**config.mk**
```make
export PLATFORM = sky130hd
export DESIGN_NAME = hazard_ctrl
export DESIGN_NICKNAME = d
export VERILOG_FILES = /design/src/rtl/hazard_ctrl_pkg.sv /design/src/rtl/hazard_ctrl_mult_tracker.sv /design/src/rtl/hazard_ctrl.sv
export SDC_FILE = /design/constraint.sdc
export NUM_CORES = 1
export LEC_CHECK = 0
export CELL_PAD_IN_SITES_DETAIL_PLACEMENT = 0
export CELL_PAD_IN_SITES_GLOBAL_PLACEMENT = 1
export CORE_ASPECT_RATIO = 1.75
export CORE_MARGIN = 5
export CORE_UTILIZATION = 24
export CTS_CLUSTER_DIAMETER = 100
export DETAILED_ROUTE_END_ITERATION = 10
export PLACE_DENSITY = 0.83
export SETUP_SLACK_MARGIN = 0.15
export SYNTH_ARGS = -nofsm -noshare
export SYNTH_HDL_FRONTEND = slang
export SYNTH_HIERARCHICAL = 1
export SYNTH_SLANG_ARGS = --single-unit
```
**constraint.sdc**
```tcl
create_clock -name Clk -period 5.8 [get_ports Clk]
set_clock_uncertainty 0.05 [all_clocks]
set_input_delay 1.16 -clock Clk [delete_from_list [all_inputs] [get_ports Clk]]
set_output_delay 1.16 -clock Clk [all_outputs]
set_load 0.005 [all_outputs]
```
**src/rtl/hazard_ctrl_pkg.sv**
```systemverilog
// rtl/hazard_ctrl_pkg.sv - shared types and codes for the pipeline hazard controller
//
// Contents:
//   mult_state_e : multiplier occupancy FSM encoding (IDLE / BUSY / DONE)
//   OS_HI, OS_LO : D-stage OutSelect codes that read the multiplier result
//   FWD_*        : E-stage forwarding select codes
//   reads_hilo() : true when a D-stage OutSelect reads HI or LO
//   fwd_sel()    : forwarding select for one E-stage source operand

package hazard_ctrl_pkg;

    typedef enum logic [1:0] {
        MS_IDLE = 2'd0,
        MS_BUSY = 2'd1,
        MS_DONE = 2'd2
    } mult_state_e;

    localparam logic [1:0] OS_HI = 2'b01;
    localparam logic [1:0] OS_LO = 2'b10;

    localparam logic [1:0] FWD_RF = 2'b00;
    localparam logic [1:0] FWD_W  = 2'b01;
    localparam logic [1:0] FWD_M  = 2'b10;

    function automatic logic reads_hilo(input logic [1:0] out_sel);
        return (out_sel == OS_HI) || (out_sel == OS_LO);
    endfunction

    // M has the younger value, so it wins when both later stages match.
    // Register 0 is hard-wired and never forwards.
    function automatic logic [1:0] fwd_sel(
        input logic [4:0] src,
        input logic       wr_m,
        input logic [4:0] dst_m,
        input logic       wr_w,
        input logic [4:0] dst_w
    );
        if (wr_m && (dst_m != 5'd0) && (dst_m == src)) begin
            return FWD_M;
        end else if (wr_w && (dst_w != 5'd0) && (dst_w == src)) begin
            return FWD_W;
        end
        return FWD_RF;
    endfunction

endpackage

```
**src/rtl/hazard_ctrl_mult_tracker.sv**
```systemverilog
// rtl/hazard_ctrl_mult_tracker.sv - multiplier occupancy countdown FSM
//
// Module mult_tracker.
// Ports:
//   clk          in  clock, rising edge
//   rst          in  asynchronous active-high reset
//   start_mult_e in  E-stage instruction starts a multiply
//   stall_e      in  D-E register is held this cycle
//   mult_busy    out multiplier occupied (state BUSY)
//   mult_done    out one-cycle completion pulse (state DONE)

module mult_tracker
    import hazard_ctrl_pkg::*;
#(
    parameter int MULT_LATENCY = 32,
    parameter int CNT_W        = 6
) (
    input  logic clk,
    input  logic rst,
    input  logic start_mult_e,
    input  logic stall_e,
    output logic mult_busy,
    output logic mult_done
);

    localparam logic [CNT_W-1:0] CNT_LOAD = CNT_W'(MULT_LATENCY - 1);
    localparam logic [CNT_W-1:0] CNT_ONE  = CNT_W'(1);

    mult_state_e      state_q, state_d;
    logic [CNT_W-1:0] count_q, count_d;
    logic             accepted_q, accepted_d;
    logic             accept;

    // State register
    always_ff @(posedge clk or posedge rst) begin
        if (rst) begin
            state_q    <= MS_IDLE;
            count_q    <= '0;
            accepted_q <= 1'b0;
        end else begin
            state_q    <= state_d;
            count_q    <= count_d;
            accepted_q <= accepted_d;
        end
    end

    // Next state
    always_comb begin
        state_d = state_q;
        count_d = count_q;
        accept  = start_mult_e & ~accepted_q;

        // A start held in E by a stall must only launch once; the flag
        // survives exactly as long as the D-E register keeps holding it.
        accepted_d = (accepted_q | accept) & stall_e;

        if (accept) begin
            // Also reloads from BUSY, which restarts a violated multiply.
            state_d = MS_BUSY;
            count_d = CNT_LOAD;
        end else begin
            case (state_q)
                MS_BUSY: begin
                    // Count keeps running through memory stalls; leaving
                    // BUSY as the count reaches zero gives LATENCY-1 busy
                    // cycles followed by the DONE cycle.
                    count_d = count_q - CNT_ONE;
                    if (count_q <= CNT_ONE) begin
                        state_d = MS_DONE;
                    end
                end
                MS_DONE: state_d = MS_IDLE;
                default: state_d = MS_IDLE;
            endcase
        end
    end

    // Outputs
    always_comb begin
        mult_busy = (state_q == MS_BUSY);
        mult_done = (state_q == MS_DONE);
    end

endmodule

```
**src/rtl/hazard_ctrl.sv**
```systemverilog
// rtl/hazard_ctrl.sv - pipeline stall/flush/forward controller for the 5-stage core
//
// Build option: HAZARD_FWD_EN enables E-stage forwarding; without it the
// forward selects are 00 and dependencies on E/M writers stall instead.
// Ports:
//   Clk, Rst                       clock, asynchronous active-high reset
//   RsD, RtD, OutSelectD, StartMultD   D-stage sources / HI-LO read / mult start
//   RsE, RtE, WriteRegE            E-stage sources and destination
//   RegWriteE, MemtoRegE, StartMultE   E-stage controls
//   PCSrcE, jumpE                  redirect resolved in E
//   WriteRegM, RegWriteM, WriteRegW, RegWriteW   later-stage writers
//   MemStall                       data-memory stall request
//   StallF/D/E/M, FlushD/E         pipeline register hold / clear controls
//   ForwardAE, ForwardBE           E-stage operand selects
//   MultBusy, MultDone             multiplier occupancy status

module hazard_ctrl
    import hazard_ctrl_pkg::*;
#(
    parameter int MULT_LATENCY = 32,
    parameter int CNT_W        = 6
) (
    input  logic       Clk,
    input  logic       Rst,
    input  logic [4:0] RsD,
    input  logic [4:0] RtD,
    input  logic [1:0] OutSelectD,
    input  logic       StartMultD,
    input  logic [4:0] RsE,
    input  logic [4:0] RtE,
    input  logic [4:0] WriteRegE,
    input  logic       RegWriteE,
    input  logic       MemtoRegE,
    input  logic       StartMultE,
    input  logic       PCSrcE,
    input  logic       jumpE,
    input  logic [4:0] WriteRegM,
    input  logic [4:0] WriteRegW,
    input  logic       RegWriteM,
    input  logic       RegWriteW,
    input  logic       MemStall,
    output logic       StallF,
    output logic       StallD,
    output logic       StallE,
    output logic       StallM,
    output logic       FlushD,
    output logic       FlushE,
    output logic [1:0] ForwardAE,
    output logic [1:0] ForwardBE,
    output logic       MultBusy,
    output logic       MultDone
);

    logic load_use;
    logic mult_hazard;
    logic dep_hazard;
    logic redirect;

    mult_tracker #(
        .MULT_LATENCY (MULT_LATENCY),
        .CNT_W        (CNT_W)
    ) u_mult_tracker (
        .clk          (Clk),
        .rst          (Rst),
        .start_mult_e (StartMultE),
        .stall_e      (StallE),
        .mult_busy    (MultBusy),
        .mult_done    (MultDone)
    );

    // Hazard terms
    always_comb begin
        load_use = RegWriteE & MemtoRegE & (WriteRegE != 5'd0) &
                   ((WriteRegE == RsD) | (WriteRegE == RtD));

        // StartMultE covers the cycle before the tracker reaches BUSY.
        mult_hazard = (reads_hilo(OutSelectD) | StartMultD) &
                      (MultBusy | StartMultE);

        redirect = PCSrcE | jumpE;

`ifdef HAZARD_FWD_EN
        dep_hazard = load_use;
`else
        // No bypass network: wait until the producer reaches W, where the
        // write-first register file supplies the value.
        dep_hazard = load_use |
                     (RegWriteE & (WriteRegE != 5'd0) &
                      ((WriteRegE == RsD) | (WriteRegE == RtD))) |
                     (RegWriteM & (WriteRegM != 5'd0) &
                      ((WriteRegM == RsD) | (WriteRegM == RtD)));
`endif
    end

    // Priority: reset, memory stall, redirect, dependency/multiplier
    always_comb begin
        StallF = 1'b0;
        StallD = 1'b0;
        StallE = 1'b0;
        StallM = 1'b0;
        FlushD = 1'b0;
        FlushE = 1'b0;

        if (Rst) begin
            FlushD = 1'b1;
            FlushE = 1'b1;
        end else if (MemStall) begin
            // Freezing everything also defers a pending redirect: the
            // branch stays in E and is acted on once the stall drops.
            StallF = 1'b1;
            StallD = 1'b1;
            StallE = 1'b1;
            StallM = 1'b1;
        end else if (redirect) begin
            // Squashing D and E also kills any instruction that would have
            // stalled, so the redirect needs no stall of its own.
            FlushD = 1'b1;
            FlushE = 1'b1;
        end else if (dep_hazard | mult_hazard) begin
            StallF = 1'b1;
            StallD = 1'b1;
            FlushE = 1'b1;
        end
    end

    // Forwarding selects
`ifdef HAZARD_FWD_EN
    always_comb begin
        ForwardAE = FWD_RF;
        ForwardBE = FWD_RF;
        if (!Rst) begin
            ForwardAE = fwd_sel(RsE, RegWriteM, WriteRegM, RegWriteW, WriteRegW);
            ForwardBE = fwd_sel(RtE, RegWriteM, WriteRegM, RegWriteW, WriteRegW);
        end
    end
`else
    logic unused_fwd_inputs;

    always_comb begin
        ForwardAE         = FWD_RF;
        ForwardBE         = FWD_RF;
        unused_fwd_inputs = ^{RsE, RtE, WriteRegW, RegWriteW};
    end
`endif

endmodule

```
* Word-level counts from Yosys, hierarchy flattened *
Index checks and enable logic that the tools add are counted.

word-level totals
  input bits = 48
  flip-flop bits (word level) = 9
  output and inout port bits = 12

cells by class
  magnitude comparators = 1
  $add $sub $neg = 1
  equal/unequal tests = 9
  reductions and logical operators = 4
  muxes and demuxes = 17
  bitwise logic cells = 20

operators by type and width
  cell                                                                   number
  5-bit == test                                                          4
  1-bit two-way mux                                                      12
  6-bit two-way mux                                                      2
  1-bit bitwise AND                                                      10
  5-bit nonzero test                                                     2
  1-bit bitwise OR                                                       9
  6-bit by 1-bit <= comparator with 1-bit output, second input constant  1
  2-bit two-way mux                                                      3
  6-bit by 1-bit subtractor with 6-bit output, second input constant     1
  2-bit by 1-bit == test with 1-bit output, second input constant        2
  2-bit == test, second input constant                                   2
  3-bit by 1-bit != test with 1-bit output, second input constant        1
  2-bit nonzero test                                                     1
  1-bit logical OR                                                       1
  1-bit NOT                                                              1

* Depth between registers and ports, before layout *
  depth in word-level cells = 10
  depth in mapped cells = 6

* Modules after synthesis *
Netlist, hierarchy kept.

by module, submodules not included
  module        times used  seq. area each (µm²)  cells an instance  area an instance (µm²)
  mult_tracker  1           225.2                 43                 434.2
  hazard_ctrl   1           0.0                   51                 360.3

* Worst setup path after synthesis *
Ideal clock, no wire load.

  path kind = in2out
  start = in WriteRegE[1]
  end = out StallF
  stages = 5
  path slack = 2.259 ns
  data arrival time = 2.331 ns
  required time = 4.590 ns
  path through = or4_1 o21ai_1 a21oi_1 o311a_1 buf_4

on the way
  word-level cells in the longest chain between the ends = 10
  elaborated cells on any way between the ends = 15

RTL lines
  what                                                        RTL line                              RTL
  start: declaration                                          hazard_ctrl.sv:31                     input logic [4:0] WriteRegE,
  5-bit == test / 5-bit nonzero test (equally long branches)  --
  1-bit bitwise OR, or another cell as far along              hazard_ctrl.sv:74, hazard_ctrl.sv:89
  1-bit bitwise AND (on tied branches)                        hazard_ctrl.sv:73, hazard_ctrl.sv:88
  1-bit bitwise OR (*)                                        hazard_ctrl.sv:87                     dep_hazard = load_use |
  1-bit bitwise OR (*)                                        hazard_ctrl.sv:89                     ((WriteRegE == RsD) | (WriteRegE == RtD))) |
  1-bit bitwise OR (*)                                        hazard_ctrl.sv:119                    end else if (dep_hazard | mult_hazard) begin
  1-bit two-way mux (*) (4 in series)                         --
  end: declaration                                            hazard_ctrl.sv:42                     output logic StallF,

Every way passes the cells marked *; elsewhere a longest branch is shown, timed or not.

* Worst setup path in the final report *
  start = in WriteRegM[2]
  end = out StallF

on the way
  word-level cells in the longest chain between the ends = 9
  elaborated cells on any way between the ends = 12

RTL lines
  what                                                          RTL line                              RTL
  start: declaration                                            hazard_ctrl.sv:37                     input logic [4:0] WriteRegM,
  5-bit == test / 5-bit nonzero test (equally long branches)    hazard_ctrl.sv:91, hazard_ctrl.sv:90
  1-bit bitwise OR / 1-bit bitwise AND (equally long branches)  hazard_ctrl.sv:91, hazard_ctrl.sv:90
  1-bit bitwise AND (*)                                         hazard_ctrl.sv:90                     (RegWriteM & (WriteRegM != 5'd0) &
  1-bit bitwise OR (*)                                          hazard_ctrl.sv:89
  1-bit bitwise OR (*)                                          hazard_ctrl.sv:119
  1-bit two-way mux (*)                                         hazard_ctrl.sv:119
  1-bit two-way mux (*)                                         hazard_ctrl.sv:114                    end else if (redirect) begin
  1-bit two-way mux (*)                                         hazard_ctrl.sv:107                    end else if (MemStall) begin
  1-bit two-way mux (*)                                         hazard_ctrl.sv:104                    if (Rst) begin

Marks and branches as above.

==> results by group <==
Route
  • Post-route ant nets: 0
  • Via density: 4.53
  • TritonRoute pass-1 iters: 4
  • WL met3: 231 µm
  • Post-Route WL: 2280 µm
  • Initial detailed-routing violation count: 19
  • Met2 Wirelength: 1210 µm
  • M1 WL: 764 µm
  • Routed len/inst: 13.0 µm
  • Highest routed metal layer: met4
  • Via count: 798
  • Drc violations: 0

Power and ir drop
  • Lkg Pwr: 0.000489 µW
  • PwrDens: 167 nW/µm²
  • Max IR drop VDD: 0.0000974 V

Critical path
  • Crit-path max cell delay: 520 ps
  • CP Max Fanout: 3
  • R2R Setup Slk: 4220 ps
  • Kind of critical path: input port to output pin
  • FF-to-FF End: u_mult_tracker/count_q[5]
  • WP data required: 4590 ps
  • Reg-to-Reg Start: u_mult_tracker/count_q[0]
  • R2R cell count: 3
  • CP max stage cell: or4_1
  • Crit. End Element: output pin
  • Critical Path AT: 3210 ps
  • Crit-path cells: clkdlybuf4s50_1 > or4_1 > o21ai_1 > o21ai_1 > o311a_1 > clkdlybuf4s50_1
  • Startpoint Class: input port
  • Setup crit start: WriteRegM[2]

Yosys
  • Cells after synthesis: 94
  • Post-synthesis average cell area: 8.45 µm²
  • Simple-gate share of the synthesized area: 21.7%
  • #FFs+latches synth: 9
  • Post-synth top area share: 28.3%
  • Number of flops mapped to enable cells by yosys: 0
  • Most numerous cell in the Yosys netlist: xor2_1
  • Compound-Gate Fraction of Synth Area: 13.5%
  • Top cells by area, synth: dfrtp_1 (28%), xor2_1 (20%), buf_4 (5.7%), xnor2_1 (4.4%), ha_1 (3.1%)
  • Post-Synth Adder-Cell Area: 3.15%
  • Synth Warn #: 6
  • Post-Syn Area: 795 µm²
  • Multiplexer area fraction after synthesis: 0%
  • Seq/Total Area, Yosys: 28.3%
  • Cell taking the most area after synthesis: dfrtp_1
  • Post-synth top cells: xor2_1 (18), dfrtp_1 (9), buf_4 (6), inv_1 (6)
  • Main synth FF type: dfrtp_1
  • Main combinational cell family by area after synthesis: XOR/XNOR gates
  • XOR/XNOR Fraction of Synth Area: 24.3%
  • Post-synthesis cell type count: 29
  • FFs w/ async S/R, synth: 100%

Min path
  • Hold path startpoint: u_mult_tracker/accepted_q
  • Hold depth: 1
  • Hold Path Sink: u_mult_tracker/accepted_q
  • Worst hold-check path type: flip-flop to flip-flop

Final layout
  • Core Util, Final: 39.0%
  • Antenna Cells: 0
  • Area delta synth->final: 56.1%
  • Nets: 184
  • Fraction of layout cells with a size suffix above 1: 3.01%
  • Fill cells: 343
  • Finished Layout Cells: 176

Global routing
  • Largest net degree at the start of global routing: 10
  • GRT Resource Usage Total: 10.6%
  • Number of global-route vias before repair: 845
  • Remaining Overflow, GRT: 0
  • Initial antenna violation count: 0
  • Global-route wire length before repair: 3590 µm

Floorplanning
  • Initial Utilization: 25.0%
  • Die ar.: 4610 µm²
  • Io pins: 60
  • Floorplan row count: 27
  • Die Y: 86.1 µm
  • Core Area: 3180 µm²
  • Die X: 53.5 µm

STA
  • RSZ-0062 raised after global routing: false
  • Tcrit/Tclk final: 76.2%
  • Hold slack: 444 ps
  • Number of hold violations in the final report: 0
  • Setup WS post-layout: 1380 ps
  • Fin. max-slew vios: 0
  • Max Freq: 0.226 GHz
  • Setup TNS: 0 ps
  • Final Setup Violations: 0
  • Fin crit period: 4420 ps

Clock network
  • Clock Path Buffers: 2
  • # clock sinks: 9
  • Post-CTS resize count: 0
  • Clock transition at path regs: 40 ps
  • Worst skew pair latency: 230 ps
  • Number of buffers created by CTS: 3
  • Depth of the CTS H-tree: 1
  • Post-CTS Setup Inserts: 0
  • Root Driver: clkbuf_8
  • CTS tree: built
  • CTS Hold Bufs: 0

Run
  • Max-cap violations: 0

Placed design
  • Routability cong.: 0.838
  • Placed Cells incl. Taps: 172
  • Dpl hpwl: 2020 µm
  • # port buffers: 38
  • Post-placement setup slack: 1370 ps

Status
  • Outcome: finished, final reports clean
kinds of logic after synthesis:
| kind of cell | Yosys count |
|---|---|
| fa+ha+maj | 2 |
| flops | 9 |
| other cells | 1 |
| compound gates | 17 |
| buf+inv | 12 |
| xor+xnor | 22 |
| simple gates | 31 |
area by class of cell:
class,instances,area [µm²],share of cell area (%)
clock buffer,4,45.0,3.63
sequential,9,225,18.2
timing repair buffer,38,380,30.7
inverter,6,22.5,1.82
tap,43,53.8,4.34
multi-input combinational,76,513,41.4
critical path, delay by kind of cell:
family                 cells  cell delay [ps]
AOI/OAI and AO/OA          3              580
buffers and inverters      2              950
and+or+nand+nor            1              520
where the power goes:
group / internal [µW] / switching [µW] / total [µW]
Combinational: 37.5 / 26.8 / 64.3
Clock: 47.9 / 24.4 / 72.3
Sequential: 66.6 / 3.85 / 70.4
worst max-delay path by stage:
stage	endpoint	slack, ps	cells after the start
2_1_floorplan	StallF	2260	5
3_3_place_gp	StallF	1380	6
3_5_place_dp	StallD	1370	6
4_1_cts	StallD	1360	6
5_1_grt	StallD	1260	6
6_report	StallF	1380	6
flip-flops by register name, indices dropped and copies added, names as in the netlist:
| signal | flops |
|---|---|
| u_mult_tracker/count_q | 6 |
| u_mult_tracker/state_q | 2 |
| u_mult_tracker/accepted_q | 1 |
per-stage QoR:
step / power [µW] / instance area [µm²]
6_report: 207 / 1240
2_1_floorplan: 101 / 806
5_1_grt: 219 / 1240
3_5_place_dp: 136 / 1190
3_3_place_gp: 135 / 1190
4_1_cts: 209 / 1240
metal layers:
metal	GRT usage [%]	up-vias
li1	-	395
met1	10.1	348
met2	18.8	47
met3	3.83	8
met4	5.58	0
met5	0	-
placed cells by master (no fill, tap or decap), drive strengths merged:
master,count
clkdlybuf4s50,38
xor2,18
dfrtp,9
o21ai,7
inv,6
nor3,5
nor2,5
nand2,4
xnor2,4
nand3,4
conb,4
clkbuf,4
or4,3
or3,3
a21oi,2
nand2b,2
nor2b,2
ha,2
o21bai,1
a22oi,1
o22ai,1
o31a,1
o311a,1
nand3b,1
o31ai,1
o211ai,1
o21a,1
or4b,1
and3,1
(Power assumes the default switching activity.)
